$ cat config.mk
export PLATFORM = sky130hd
export DESIGN_NAME = mem_rr_scheduler_flat
export DESIGN_NICKNAME = d
export VERILOG_FILES = /design/src/rtl/mem_rr_scheduler_if.sv /design/src/rtl/mem_rr_scheduler.sv /design/src/flat_wrapper.sv
export SDC_FILE = /design/constraint.sdc
export NUM_CORES = 1
export LEC_CHECK = 0
export BUFFER_PORTS_ARGS = -buffer_cell sky130_fd_sc_hd__clkbuf_2
export CORE_AREA = 2 2 130 132
export DETAILED_ROUTE_END_ITERATION = 8
export DIE_AREA = 0 0 132 134
export HOLD_SLACK_MARGIN = 0.05
export PLACE_DENSITY_LB_ADDON = 0.12
export SLEW_MARGIN = 20
export SYNTH_ARGS = -nofsm -noshare
export SYNTH_HDL_FRONTEND = slang
export SYNTH_SLANG_ARGS = --single-unit
$ cat constraint.sdc
create_clock -name clock -period 9 [get_ports clock]
set_input_delay 0.45 -clock clock [delete_from_list [all_inputs] [get_ports clock]]
set_output_delay 0.45 -clock clock [all_outputs]
set_load 0.05 [all_outputs]
$ cat src/rtl/mem_rr_scheduler_if.sv
// Requester-side and RAM-side signal bundle for the round-robin block RAM scheduler.
// The slave modport is the scheduler's view; the master modport drives requesters and the RAM.
interface mem_rr_scheduler_if #(
  parameter int NUM_REQ = 3,
  parameter int ADDR_W  = 15,
  parameter int DATA_W  = 32
);
  logic [NUM_REQ-1:0]        req_enable;
  logic [NUM_REQ-1:0]        req_readWrite;
  logic [NUM_REQ*ADDR_W-1:0] req_address;
  logic [NUM_REQ*DATA_W-1:0] req_data;
  logic [NUM_REQ*DATA_W-1:0] req_dataOut;
  logic [NUM_REQ-1:0]        req_done;
  logic [NUM_REQ-1:0]        grant;
  logic                      busy;
  logic                      mem_enable;
  logic                      mem_readWrite;
  logic [ADDR_W-1:0]         mem_address;
  logic [DATA_W-1:0]         mem_dataIn;
  logic [DATA_W-1:0]         mem_dataOut;

  modport slave (
    input  req_enable, req_readWrite, req_address, req_data, mem_dataOut,
    output req_dataOut, req_done, grant, busy,
           mem_enable, mem_readWrite, mem_address, mem_dataIn
  );

  modport master (
    output req_enable, req_readWrite, req_address, req_data, mem_dataOut,
    input  req_dataOut, req_done, grant, busy,
           mem_enable, mem_readWrite, mem_address, mem_dataIn
  );
endinterface

$ cat src/rtl/mem_rr_scheduler.sv
// Round-robin arbiter sharing one single-port block RAM among NUM_REQ requesters.
// One transaction at a time: IDLE -> ISSUE -> WAIT (MEM_LATENCY cycles) -> DONE.
module mem_rr_scheduler #(
  parameter int NUM_REQ     = 3,
  parameter int ADDR_W      = 15,
  parameter int DATA_W      = 32,
  parameter int MEM_LATENCY = 1
) (
  input  logic              clock,
  input  logic              reset,
  input  logic              module_enable,
  mem_rr_scheduler_if.slave bus
);
  localparam int IDX_W = $clog2(NUM_REQ);
  localparam int CNT_W = 3;

  typedef enum logic [1:0] {IDLE, ISSUE, WAIT, DONE} state_t;

  state_t             state_q, state_d;
  logic [IDX_W-1:0]   ptr_q, ptr_d;
  logic [IDX_W-1:0]   gnt_q, gnt_d;
  logic               rw_q, rw_d;
  logic [ADDR_W-1:0]  addr_q, addr_d;
  logic [DATA_W-1:0]  data_q, data_d;
  logic [CNT_W-1:0]   cnt_q, cnt_d;
  logic               justDone_q;
  logic [DATA_W-1:0]  slot_q [NUM_REQ];

  logic [ADDR_W-1:0]  reqAddr [NUM_REQ];
  logic [DATA_W-1:0]  reqData [NUM_REQ];
  logic [NUM_REQ-1:0] mask;
  logic [NUM_REQ-1:0] eligible;
  logic               pickValid;
  logic [IDX_W-1:0]   pickIdx;
  logic [IDX_W-1:0]   candIdx;
  logic               captureRead;

  for (genvar i = 0; i < NUM_REQ; i++) begin : g_slots
    assign reqAddr[i] = bus.req_address[i*ADDR_W +: ADDR_W];
    assign reqData[i] = bus.req_data[i*DATA_W +: DATA_W];
    assign bus.req_dataOut[i*DATA_W +: DATA_W] = slot_q[i];
  end

  assign captureRead = (state_q == WAIT) && (cnt_q == '0) && !rw_q;

  // The requester served last is hidden for one IDLE cycle so it can drop its level.
  always_comb begin
    mask      = '0;
    pickValid = 1'b0;
    pickIdx   = '0;
    candIdx   = '0;
    if (justDone_q) mask[ptr_q] = 1'b1;
    eligible = bus.req_enable & ~mask;
    for (int k = 1; k <= NUM_REQ; k++) begin
      candIdx = IDX_W'((int'(ptr_q) + k) % NUM_REQ);
      if (!pickValid && eligible[candIdx]) begin
        pickValid = 1'b1;
        pickIdx   = candIdx;
      end
    end
  end

  always_ff @(posedge clock) begin
    if (reset) begin
      state_q    <= IDLE;
      ptr_q      <= IDX_W'(NUM_REQ - 1);
      gnt_q      <= '0;
      rw_q       <= 1'b0;
      addr_q     <= '0;
      data_q     <= '0;
      cnt_q      <= '0;
      justDone_q <= 1'b0;
      for (int i = 0; i < NUM_REQ; i++) slot_q[i] <= '0;
    end else begin
      state_q    <= state_d;
      ptr_q      <= ptr_d;
      gnt_q      <= gnt_d;
      rw_q       <= rw_d;
      addr_q     <= addr_d;
      data_q     <= data_d;
      cnt_q      <= cnt_d;
      justDone_q <= (state_q == DONE);
      if (captureRead) slot_q[gnt_q] <= bus.mem_dataOut;
    end
  end

  always_comb begin
    state_d = state_q;
    ptr_d   = ptr_q;
    gnt_d   = gnt_q;
    rw_d    = rw_q;
    addr_d  = addr_q;
    data_d  = data_q;
    cnt_d   = cnt_q;
    case (state_q)
      IDLE: begin
        if (module_enable && pickValid) begin
          gnt_d   = pickIdx;
          rw_d    = bus.req_readWrite[pickIdx];
          addr_d  = reqAddr[pickIdx];
          data_d  = reqData[pickIdx];
          state_d = ISSUE;
        end
      end
      ISSUE: begin
        cnt_d   = CNT_W'(MEM_LATENCY - 1);
        state_d = WAIT;
      end
      WAIT: begin
        if (cnt_q == '0) state_d = DONE;
        else             cnt_d   = cnt_q - 1'b1;
      end
      DONE: begin
        ptr_d   = gnt_q;
        state_d = IDLE;
      end
      default: state_d = IDLE;
    endcase
  end

  always_comb begin
    bus.mem_enable    = (state_q == ISSUE);
    bus.mem_readWrite = rw_q && ((state_q == ISSUE) || (state_q == WAIT));
    bus.mem_address   = addr_q;
    bus.mem_dataIn    = data_q;
    bus.busy          = (state_q != IDLE);
    bus.grant         = '0;
    bus.req_done      = '0;
    if (state_q != IDLE) bus.grant[gnt_q]    = 1'b1;
    if (state_q == DONE) bus.req_done[gnt_q] = 1'b1;
  end
endmodule
$ cat src/flat_wrapper.sv
// flat-port wrapper written by rule: the top's interface ports become plain ports
module mem_rr_scheduler_flat 
#(
  parameter int NUM_REQ     = 3,
  parameter int ADDR_W      = 15,
  parameter int DATA_W      = 32,
  parameter int MEM_LATENCY = 1
)
  (clock, reset, module_enable, bus_req_enable, bus_req_readWrite, bus_req_address, bus_req_data, bus_mem_dataOut, bus_req_dataOut, bus_req_done, bus_grant, bus_busy, bus_mem_enable, bus_mem_readWrite, bus_mem_address, bus_mem_dataIn);
  mem_rr_scheduler_if #(.NUM_REQ(NUM_REQ), .ADDR_W(ADDR_W), .DATA_W(DATA_W)) bus_i ();
  input  logic clock;
  input  logic reset;
  input  logic module_enable;
  input wire logic [$bits(bus_i.req_enable)-1:0] bus_req_enable;
  input wire logic [$bits(bus_i.req_readWrite)-1:0] bus_req_readWrite;
  input wire logic [$bits(bus_i.req_address)-1:0] bus_req_address;
  input wire logic [$bits(bus_i.req_data)-1:0] bus_req_data;
  input wire logic [$bits(bus_i.mem_dataOut)-1:0] bus_mem_dataOut;
  output wire logic [$bits(bus_i.req_dataOut)-1:0] bus_req_dataOut;
  output wire logic [$bits(bus_i.req_done)-1:0] bus_req_done;
  output wire logic [$bits(bus_i.grant)-1:0] bus_grant;
  output wire logic [$bits(bus_i.busy)-1:0] bus_busy;
  output wire logic [$bits(bus_i.mem_enable)-1:0] bus_mem_enable;
  output wire logic [$bits(bus_i.mem_readWrite)-1:0] bus_mem_readWrite;
  output wire logic [$bits(bus_i.mem_address)-1:0] bus_mem_address;
  output wire logic [$bits(bus_i.mem_dataIn)-1:0] bus_mem_dataIn;
  assign bus_i.req_enable = bus_req_enable;
  assign bus_i.req_readWrite = bus_req_readWrite;
  assign bus_i.req_address = bus_req_address;
  assign bus_i.req_data = bus_req_data;
  assign bus_i.mem_dataOut = bus_mem_dataOut;
  assign bus_req_dataOut = bus_i.req_dataOut;
  assign bus_req_done = bus_i.req_done;
  assign bus_grant = bus_i.grant;
  assign bus_busy = bus_i.busy;
  assign bus_mem_enable = bus_i.mem_enable;
  assign bus_mem_readWrite = bus_i.mem_readWrite;
  assign bus_mem_address = bus_i.mem_address;
  assign bus_mem_dataIn = bus_i.mem_dataIn;
  mem_rr_scheduler #(.NUM_REQ(NUM_REQ), .ADDR_W(ADDR_W), .DATA_W(DATA_W), .MEM_LATENCY(MEM_LATENCY)) u_core (.clock(clock), .reset(reset), .module_enable(module_enable), .bus(bus_i));
endmodule
==> results.toml <==
[global_route]
grt_max_degree = 49
grtUsageMet1 = 0.2504
grt_pass1_wl_mm = 30.53
grt.total_usage = 0.2214
antenna_found_initial = 1
grt.busiest_layer = "met2"
grtUsageMet3 = 0.07105
gr-usage-met2 = 0.3889
overflow = 0
grt_pass1_vias = 5888

[die]
fp-row-count = 47
initial_core_util = 0.4106
die_area_um2 = 17690
die_h_um = 134
ioPinCount = 334
die_w_um = 132
core_um2 = 16290

[clock_network]
post-cts-setup-buffers = 0
cts_buffers = 17
cts.reportedPaths.clkPinSlew_ns = 0.07
clk_latency_ns = 0.42
clockBufferDepth = 2
htreeDepth = 4
ctsHoldBuffers = 0
cts_sinks = 154
root_buffer = "clkbuf_16"
cts_tree = "yes"
cts_resized = 0

[timing]
finalCritPeriodShare = 0.3189
fin_hold_ws_ns = 0.2202
worst_slack_ns = 6.130
worstMarginPinSlew_ns = 0.8180
setup-tns-final_ns = 0
rsz0062_at_grt = "false"
drv_slew = 0
maxSlewHeadroom = 0.4547
fmax_mhz = 348.4
period_minus_slack_ns = 2.870
clock_skew_ns = 0.01047
finalSetupViolations = 0
hold_viol_final = 0

[worst_setup_path]
crit_slowest_cell = "buf_4"
endpoint_kind = "flop"
crit_chain = "inv_1, ha_1, mux2_2, o211ai_2, o21ai_1, o41ai_4, buf_4, a22oi_1, nand3_1"
critPathBufInv = 2
required_ns = 9.36
path_depth = 9
reg2reg_depth = 9
cpPeakStageDelay_ns = 0.52
arrival_ns = 3.23
startpoint_type = "flop"
crit_family = "compound AO/OA/AOI/OAI gates"
rrSetupSlack_ns = 6.13
worst-setup-path-type = "flop to flop"
path_max_fanout = 48

[layout]
area_delta_synth_final_pct = 37.36
drive_gt1_frac = 0.4202
nets = 1112

[drt]
vias = 5664
wirelength_mm = 19.48
first_iter_violations = 239
route.detailed.drc = 0
drt_first_pass_iters = 5
viasPerCell = 4.908
ant_nets = 0
detail_route.wl_per_cell_um = 16.88

[placement]
io_buffers = 333
place_ws_ns = 6.090
hpwlAfterDp_mm = 14.32
place.gp.congestion = 0.8956

[pwr]
p_per_area_nw_per_um2 = 251.8
p_leak_nw = 4.273
total_power_w = 0.002313
peakVddDrop_v = 0.0001316

[yosys]
synth-edff-count = 96
yosysMostFrequentCell = "and2_1"
seq_area_frac_synth = 0.6046
synth_top_cell_area_share = 0.4310
yosys_warnings = 0
synthDistinctLibCells = 46
synthFlopType = "edfxtp_1"
syn_nets = 784
netlist_area_um2 = 6689
syn_area_per_cell_um2 = 11.30
ys_seq_elements = 154
synth_area_leaders = "edfxtp_1, dfxtp_1, and2_1"
netlist_instances = 592
synthArstFlopShare = 0
yosysTopAreaCell = "edfxtp_1"
synthTopCellsByCount = "and2_1, edfxtp_1, dfxtp_1, nand2_1, nand2b_1"

[status]
status = "finished, final reports clean"

[flow_run]
cap_violations = 0

[min_path]
holdCritPathClass = "primary input to flop"
hold_depth = 3
## path summary, 6_finish.rpt
kind / startpoint / endpoint
worst min-delay path: bus_req_data[38] / u_core.bus.mem_dataIn[6]
worst min register to register: u_core.cnt_q[0] / u_core.cnt_q[0]
worst max register to register: u_core.ptr_q[1] / u_core.bus.mem_address[7]
worst max-delay path: u_core.ptr_q[1] / u_core.bus.mem_address[7]
## cell type report
cell class                      count  area [um^2]
Tap cell                          220        275.3
Sequential cell                   154         4044
Antenna cell                        1        2.502
Inverter                           12        45.04
Clock inverter                     13        133.9
Clock buffer                       19        432.9
Multi-Input combinational cell    393         2500
Timing Repair Buffer              342         1754
Fill cell                        1476         7102
## through the flow
stage,instance area [um^2],util,instances
3_3_place_gp,8591,0.5274,1120
6_report,9188,0.5640,1154
3_5_place_dp,8618,0.5291,1121
2_1_floorplan,6689,-,592
5_1_grt,9188,0.5640,1154
4_1_cts,9185,0.5639,1153
## worst reg2reg max path, cell delays in order, from the launching register on
cell and delay, ns:
dfxtp_1 0.31, inv_1 0.09, ha_1 0.49, mux2_2 0.42, o211ai_2 0.14, o21ai_1 0.27, o41ai_4 0.26, buf_4 0.52
a22oi_1 0.22, nand3_1 0.12
## flip-flops by register name (all words and copies together) (netlist names)
register,cells
u_core.bus.mem_dataIn,32
u_core.gnt_q,2
u_core.ptr_q,2
u_core.slot_q,96
u_core.cnt_q,3
u_core.bus.mem_address,15
u_core.state_q,2
u_core.rw_q,1
u_core.justDone_q,1
## cell usage in the layout (no fill, tap or decap), drive strengths merged, types with 2 or more instances in the layout
master,netlist,final
a21boi,2,2
buf,17,9
o211ai,3,3
a21oi,5,5
mux2i,3,3
a31oi,7,7
clkbuf,16,352
clkinvlp,0,4
and3,2,2
o211a,3,3
nand3,52,52
clkinv,0,2
dfxtp,58,58
o22ai,2,2
nand2b,53,53
nor3b,2,2
ha,10,10
nor2,17,17
a22oi,48,48
nand2,58,58
o21ai,7,7
and2,98,98
inv,12,18
nor3,7,7
edfxtp,96,96
## routing by layer
layer | vias to the layer above | wire length [um]
met5 | - | 0
met2 | 261 | 9962
li1 | 2743 | -
met1 | 2631 | 7461
met4 | 0 | 490
met3 | 29 | 1568
## logic make-up after synthesis
kind of cell | Yosys count | share of synthesized area
compound gates | 84 | 0.09895
fa+ha+maj | 10 | 0.01871
buf+inv | 45 | 0.03124
flops | 154 | 0.6046
mux | 4 | 0.006173
simple gates | 295 | 0.2404
## report_power, final
part	total, W	internal, W	leakage [nW]	switching [W]
Sequential	0.000899	0.000848	1.47	0.0000509
Clock	0.000687	0.000389	0.266	0.000299
Combinational	0.000726	0.000181	2.54	0.000545
Power figures use the tool's default switching activity.
